### src/rtl/pad_mux_ctrl.sv
// rtl/pad_mux_ctrl.sv - runtime-configurable bidir pad multiplexer with Wishbone config registers
`timescale 1ns/1ps
module pad_mux_ctrl #(
    parameter int NUM_PADS    = 16,
    parameter int NUM_FUNC    = 4,
    parameter int SYNC_STAGES = 2,
    parameter int ADR_W       = 6
) (
    input  logic                         clk_i,
    input  logic                         rst_i,
    input  logic                         wb_cyc_i,
    input  logic                         wb_stb_i,
    input  logic                         wb_we_i,
    input  logic [ADR_W-1:0]             wb_adr_i,
    input  logic [31:0]                  wb_dat_i,
    output logic [31:0]                  wb_dat_o,
    output logic                         wb_ack_o,
    input  logic [NUM_PADS*NUM_FUNC-1:0] func_out_i,
    input  logic [NUM_PADS*NUM_FUNC-1:0] func_oe_i,
    output logic [NUM_PADS*NUM_FUNC-1:0] func_in_o,
    input  logic [NUM_PADS-1:0]          pad_in_i,
    output logic [NUM_PADS-1:0]          pad_out_o,
    output logic [NUM_PADS-1:0]          pad_oe_o,
    output logic [NUM_PADS-1:0]          pad_ie_o,
    output logic [NUM_PADS-1:0]          pad_cs_o,
    output logic [NUM_PADS-1:0]          pad_sl_o,
    output logic [NUM_PADS-1:0]          pad_pu_o,
    output logic [NUM_PADS-1:0]          pad_pd_o
);

    // PADCFG layout: [3:0] fsel, [4] pu, [5] pd, [6] sl, [7] cs, [9:8] mode, [10] drv
    localparam logic [10:0]      CFG_RST   = 11'h120;
    localparam logic [ADR_W-1:0] LOCK_ADR  = ADR_W'(NUM_PADS);
    localparam logic [ADR_W-1:0] PADIN_ADR = ADR_W'(NUM_PADS + 1);

    logic [10:0]         cfg [NUM_PADS];
    logic                lock;
    logic [NUM_PADS-1:0] sync_q [SYNC_STAGES];
    logic [NUM_PADS-1:0] sync;
    logic [31:0]         rd_data;
    logic                req;
    logic                unused_dat;

    // Only the low 11 data bits are ever stored
    assign unused_dat = ^wb_dat_i[31:11];

    // A new request is only taken while ack is low, so each access acks for one cycle
    assign req  = wb_cyc_i & wb_stb_i & ~wb_ack_o;
    assign sync = sync_q[SYNC_STAGES-1];

    // Register read mux; unmapped addresses and unused bits read as zero
    always_comb begin
        rd_data = '0;
        for (int p = 0; p < NUM_PADS; p++) begin
            if (wb_adr_i == ADR_W'(p)) begin
                rd_data[10:0] = cfg[p];
            end
        end
        if (wb_adr_i == LOCK_ADR) begin
            rd_data[0] = lock;
        end
        if (wb_adr_i == PADIN_ADR) begin
            rd_data[NUM_PADS-1:0] = sync;
        end
    end

    // Wishbone slave: ack/data registering, PADCFG writes (pull-up wins) and sticky LOCK
    always_ff @(posedge clk_i or posedge rst_i) begin
        if (rst_i) begin
            wb_ack_o <= 1'b0;
            wb_dat_o <= '0;
            lock     <= 1'b0;
            for (int p = 0; p < NUM_PADS; p++) begin
                cfg[p] <= CFG_RST;
            end
        end else begin
            wb_ack_o <= req;
            wb_dat_o <= req ? rd_data : '0;
            if (req && wb_we_i) begin
                for (int p = 0; p < NUM_PADS; p++) begin
                    if (!lock && wb_adr_i == ADR_W'(p)) begin
                        cfg[p] <= {wb_dat_i[10:6], wb_dat_i[5] & ~wb_dat_i[4], wb_dat_i[4:0]};
                    end
                end
                if (wb_adr_i == LOCK_ADR && wb_dat_i[0]) begin
                    lock <= 1'b1;
                end
            end
        end
    end

    // Input synchroniser chain, SYNC_STAGES flops deep
    always_ff @(posedge clk_i or posedge rst_i) begin
        if (rst_i) begin
            for (int s = 0; s < SYNC_STAGES; s++) begin
                sync_q[s] <= '0;
            end
        end else begin
            sync_q[0] <= pad_in_i;
            for (int s = 1; s < SYNC_STAGES; s++) begin
                sync_q[s] <= sync_q[s-1];
            end
        end
    end

    for (genvar p = 0; p < NUM_PADS; p++) begin : g_pad
        logic [3:0] fsel;
        logic [1:0] mode;
        logic       sel_out;
        logic       sel_oe;
        logic       fsel_ok;
        logic       out_d;
        logic       oe_d;
        logic       ie_d;

        assign fsel = cfg[p][3:0];
        assign mode = cfg[p][9:8];

        // Pick the selected function's out/oe; an fsel beyond NUM_FUNC matches nothing
        always_comb begin
            sel_out = 1'b0;
            sel_oe  = 1'b0;
            fsel_ok = 1'b0;
            for (int f = 0; f < NUM_FUNC; f++) begin
                if (fsel == 4'(f)) begin
                    sel_out = func_out_i[p*NUM_FUNC+f];
                    sel_oe  = func_oe_i[p*NUM_FUNC+f];
                    fsel_ok = 1'b1;
                end
            end
        end

        // Mode decode: function, input, force-drive, off
        always_comb begin
            out_d = 1'b0;
            oe_d  = 1'b0;
            ie_d  = 1'b0;
            case (mode)
                2'b00: begin
                    if (fsel_ok) begin
                        out_d = sel_out;
                        oe_d  = sel_oe;
                        ie_d  = ~sel_oe;
                    end
                end
                2'b01: ie_d = 1'b1;
                2'b10: begin
                    oe_d  = 1'b1;
                    out_d = cfg[p][10];
                end
                default: ;
            endcase
        end

        assign pad_out_o[p] = out_d;
        assign pad_oe_o[p]  = oe_d;
        assign pad_ie_o[p]  = ie_d;
        assign pad_pu_o[p]  = cfg[p][4];
        assign pad_pd_o[p]  = cfg[p][5];
        assign pad_sl_o[p]  = cfg[p][6];
        assign pad_cs_o[p]  = cfg[p][7];

        // Unselected functions see the pull-up level so idle-high peripherals stay quiet
        for (genvar f = 0; f < NUM_FUNC; f++) begin : g_fin
            assign func_in_o[p*NUM_FUNC+f] = (~mode[1] && fsel == 4'(f)) ? sync[p] : cfg[p][4];
        end
    end

endmodule

### config.mk
export PLATFORM = sky130hd
export DESIGN_NAME = pad_mux_ctrl
export DESIGN_NICKNAME = d
export VERILOG_FILES = /design/src/rtl/pad_mux_ctrl.sv
export SDC_FILE = /design/constraint.sdc
export NUM_CORES = 1
export LEC_CHECK = 0
export BUFFER_PORTS_ARGS = -buffer_cell sky130_fd_sc_hd__buf_2
export CAP_MARGIN = 5
export CORE_MARGIN = 2
export CORE_UTILIZATION = 50
export CTS_BUF_LIST = sky130_fd_sc_hd__clkbuf_8
export DETAILED_ROUTE_END_ITERATION = 6
export PLACE_DENSITY = 0.77
export SETUP_SLACK_MARGIN = 0.5
export SYNTH_ARGS = -nofsm -noshare
export SYNTH_HDL_FRONTEND = slang
export SYNTH_SLANG_ARGS = --single-unit
export TNS_END_PERCENT = 50
### constraint.sdc
create_clock -name clk_i -period 9.5 [get_ports clk_i]
set_input_delay 1.425 -clock clk_i [delete_from_list [all_inputs] [get_ports clk_i]]
set_output_delay 1.425 -clock clk_i [all_outputs]
set_load 0.02 [all_outputs]
======== Word level (Yosys, flattened, before mapping) ========
Cells that the tools add are included.
storage, ports and cells
  bits of input ports ..................... 187
  bits in registers ....................... 226
cells by class
  bitwise operators ....................... 37
  muxes and demuxes ....................... 371
  reductions and logical operators ........ 133
  eq/ne operators ......................... 97
operators by type and width
  operator            number
  $mux 1              305
  $mux 11             16
  $eq 4x2->1 const B  32
  $pmux 1 s2          48
  $logic_and 1x1->1   82
  $eq 4x1->1 const B  16
  $logic_not 4->1     16
  $eq 6x4->1 const B  8
  $not 1->1           34
  $reduce_and 2->1    17
  $eq 2x1->1 const B  16
  $eq 2x2->1 const B  16
  $logic_not 2->1     16
  $mux 16             2
  $eq 6x3->1 const B  4
  $eq 6x2->1 const B  2
  $eq 6x5->1 const B  2
  $eq 6x1->1 const B  1
  $logic_not 6->1     1
  $and 1x1->1         3
  $logic_not 1->1     1

======== Longest topological paths before layout ========
  depth in word-level cells ............... 20
  depth in mapped cells ................... 9
  depth with buffers taken out ............ 6

======== Least setup slack after synthesis ========
No wires, ideal clock.
  path type ............................... input to output
  start point ............................. in func_oe_i[15]
  end point ............................... out pad_ie_o[3]
  stages on the path ...................... 5
  data required time ...................... 8075 ps
  arrival time ............................ 2277 ps
  slack ................................... 5798 ps
  path through ............................ mux4_2 nor3_1 nor2_1 nor2_1 buf_4
between the ends
  cells in the longest elaborated chain, start to end .. 4
RTL lines
  what         line  source
  from (decl)  19    input logic [NUM_PADS*NUM_FUNC-1:0] func_oe_i,
  $mux 1       125   if (fsel == 4'(f)) begin
  $not 1->1    143   ie_d = ~sel_oe;
  $mux 1       140   if (fsel_ok) begin
  $pmux 1 s2   138   case (mode)
  to (decl)    24    output logic [NUM_PADS-1:0] pad_ie_o,
No other way between the ends.

======== Final worst setup path ========
  start point ............................. in wb_adr_i[0]
  end point ............................... reg cfg[22] (netlist bit)
between the ends
  cells in the longest elaborated chain, start to end .. 3
RTL lines
  what                               line  source
  from (decl)                        14    input logic [ADR_W-1:0] wb_adr_i,
  $eq 6x4->1                         81    if (!lock && wb_adr_i == ADR_W'(p)) begin
  $logic_and 1x1->1                  81
  $reduce_and 2->1 (no source line)  --
  to (signal, indexed assignment)    82    cfg[p] <= {wb_dat_i[10:6], wb_dat_i[5] & ~wb_dat_i[4], wb_dat_i[4:0]};
  to (decl)                          36    logic [10:0] cfg [NUM_PADS];
No other way between the ends.
A chain may end at the register's enable or synchronous reset.

==> flow_summary.toml <==
[synth]
synth_top_family_by_area = "multiplexers"
yosys_warnings = 0
muxShareOfSynthArea_pct = 27.8
synth-adder-area-share_pct = 0
ys_ff_latch = 226
synth_flop_cell = "dfrtp_1"
synth-simple-area-share_pct = 11.9
yosys-top-cells-count = "231 x mux2_2, 194 x dfrtp_1, 141 x buf_4"
yosys.area_share.xor_xnor_pct = 0
synth_compound_area_share_pct = 7.84
synth.distinct_cells = 66
syn_area_sq_um = 13600
syn_inst = 1227
synth_top_cell_area_share_pct = 35.6
yosys.cell_count.top_type = "mux2_2"
synth.top_cells.by_area = "dfrtp_1 36%, mux2_2 19%, buf_4 7.8%"
async_reset_ff_share_pct = 100
avgSynthCellArea_sq_um = 11.1
seq_area_frac_synth_pct = 41.8
synth_edf_count = 0
synth_top_area_cell = "dfrtp_1"

[placed_design]
postPlaceCellArea_sq_um = 14500
place_hpwl_um = 31300
io_buffers = 358
placed_cells = 1729
pre_cts_slack_ns = 4.89
gp_congestion = 0.943

[cts]
cts_setup_buffers = 0
post_cts_resized = 0
clkTransAtPathRegs_ns = 0.06
root_buffer = "clkbuf_8"
cts_buffer_depth = 3
clkLatencyLatePin_ns = 0.55
clock-sinks = 226
cts_buffers = 40
ctsHoldBuffers = 0
htreeDepth = 2
cts_tree = "built"

[timing]
fin_crit_sh_pct = 43.7
setup_viol_count_final = 0
hold_viol = 0
skew_ns = 0.0276
fmax_mhz = 241
grt_setup_unrepaired = "no"
worst_pin_slew_ns = 1.13
tns_ns = 0
slew_headroom_pct = 24.7
min_period_ns = 4.15
fin_ws_ns = 5.35
drv_slew = 0

[cells_and_area]
regArea_sq_um = 5700
fin_cells = 1803
area_delta_synth_final_pct = 12.8
layout.nets = 1617
multi_input_area_sq_um = 6540
final_area_sq_um = 15400
final_layout_size_suffix_gt1_share_pct = 50.8
fill_cells = 2299

[min_path]
hold_path_depth = 0
min_from = "sync_q[21]$_DFF_PP0_"
hold_path_class = "register to register"
hold_end = "sync[5]$_DFF_PP0_"

[die]
fp.dieH_um = 169
die_width_um = 169
die_area_sq_um = 28600
num_io_pins = 396
fp-row-count = 60
core_sq_um = 26900
initial_utilization_pct = 50.7

[routing]
firstDrtPassIters = 5
drt-total-wl_um = 42800
drcViolationCount = 0
wire_per_inst_um = 23.7
viasPerCell = 5.96
drt_iter0_markers = 821
detail-route-antenna-nets = 0
num_vias = 10750

[power]
total_power_mw = 2.39
vdd_drop_max_mv = 0.0665
p_leak_nw = 7.62
powerDensity_nw_per_um2 = 156

[critical_path]
worst_path_max_delay_cell = "nor2_1"
critical_path_class = "input pin to register"
cp.arrival_ns = 4.57
r2r_end = "pad_pu_o[5]$_DFFE_PP0P_"
critical_path.max_stage_delay_ns = 0.78
worstSetupEndpointType = "register"
reg2regPathDepth = 5
critPathLaunchType = "input pin"
timing.rr.start = "wb_ack_o$_DFF_PP0_"
path_cells = "buf_2, buf_4, nand2b_1, nor2_1, nand2_1, mux2_2"
worstPathRequired_ns = 9.92
cpLargestDelayFamily = "simple AND/OR/NAND/NOR gates"
path_buf_inv = 2
r2r_setup_slack_ns = 6.10
path_max_fanout = 45

[global_routing]
grt_max_degree = 149
grt_pass1_wl_um = 64000
antenna_found_initial = 5
grt_pass1_vias = 10332
grt_usage_pct = 29.7
overflow = 0

[job]
cap_violations = 0

[outcome]
outcome = "finished, final reports clean"
-- routing by layer --
metal	track usage (%)	vias up	wire (um)
met5	0	-	27
met4	9.25	4	1080
met3	5.42	74	3270
met2	49.4	505	20800
met1	39.9	5426	17600
li1	-	4741	-
-- stage by stage --
step / util [%] / hold WS [ns]
floorplan: - / 0.331
global placement: 54.1 / 0.332
detailed placement: 54.1 / 0.335
CTS: 57.1 / 0.341
global route: 57.2 / 0.352
finish: 57.2 / 0.344
-- worst max-delay path by stage --
stage | startpoint | endpoint | slack [ns] | depth (start not counted)
2_1_floorplan | rst_i | cfg[0]$_DFFE_PP0P_ | 1.94 | 1
3_3_place_gp | wb_adr_i[0] | pad_cs_o[13]$_DFFE_PP0P_ | 4.93 | 6
3_5_place_dp | wb_adr_i[0] | cfg[22]$_DFFE_PP0P_ | 4.89 | 6
4_1_cts | wb_adr_i[0] | cfg[22]$_DFFE_PP0P_ | 5.43 | 6
5_1_grt | wb_adr_i[0] | cfg[22]$_DFFE_PP0P_ | 5.17 | 6
6_report | wb_adr_i[0] | cfg[22]$_DFFE_PP0P_ | 5.35 | 6
-- flip-flops by register name, summed over array words and instances (netlist names), 16 cells and up --
signal    cells
cfg         112
pad_cs_o     16
pad_pd_o     16
pad_pu_o     16
pad_sl_o     16
sync         16
sync_q       16
wb_dat_o     16
-- layout by cell type (no fill, tap or decap), types with 7 or more instances in the layout --
| cell | synthesis | routed |
|---|---|---|
| and3_1 | 10 | 10 |
| o21ai_0 | 20 | 20 |
| buf_4 | 141 | 7 |
| o221ai_1 | 7 | 7 |
| mux2_2 | 231 | 231 |
| nor3_1 | 38 | 38 |
| mux2i_1 | 12 | 12 |
| a22oi_1 | 25 | 25 |
| nand2_1 | 56 | 56 |
| conb_1 | 1 | 16 |
| a211oi_1 | 9 | 9 |
| o22ai_1 | 12 | 12 |
| buf_2 | 33 | 358 |
| dfstp_2 | 32 | 32 |
| nand3_1 | 28 | 28 |
| clkbuf_8 | 0 | 49 |
| nor2_1 | 133 | 133 |
| dfrtp_1 | 194 | 194 |
| nand3b_1 | 9 | 9 |
| a21oi_1 | 32 | 32 |
| nor3b_1 | 18 | 18 |
| inv_1 | 5 | 22 |
| mux4_2 | 45 | 45 |
-- area by class of cell --
| class | count | area share, % |
|---|---|---|
| Clock buffer | 49 | 4.39 |
| Sequential cell | 226 | 37.1 |
| Inverter | 6 | 0.195 |
| Multi-Input combinational cell | 791 | 42.6 |
| Antenna cell | 2 | 0.0326 |
| Tap cell | 341 | 2.78 |
| Clock inverter | 23 | 0.928 |
| Timing Repair Buffer | 365 | 12.0 |
-- cell families (layout without fill, tap and decap cells) --
logic type      after synthesis  count (layout)
compound gates              152             152
buf+inv                     225             443
flops                       226             226
mux                         293             293
other cells                   1              18
simple gates                330             330
-- where the power goes --
part           internal (mW)  total, mW  switching, mW
Sequential              1.00       1.07         0.0605
Clock                  0.519      0.913          0.394
Combinational          0.171      0.416          0.246
Power figures use the tool's default switching activity.
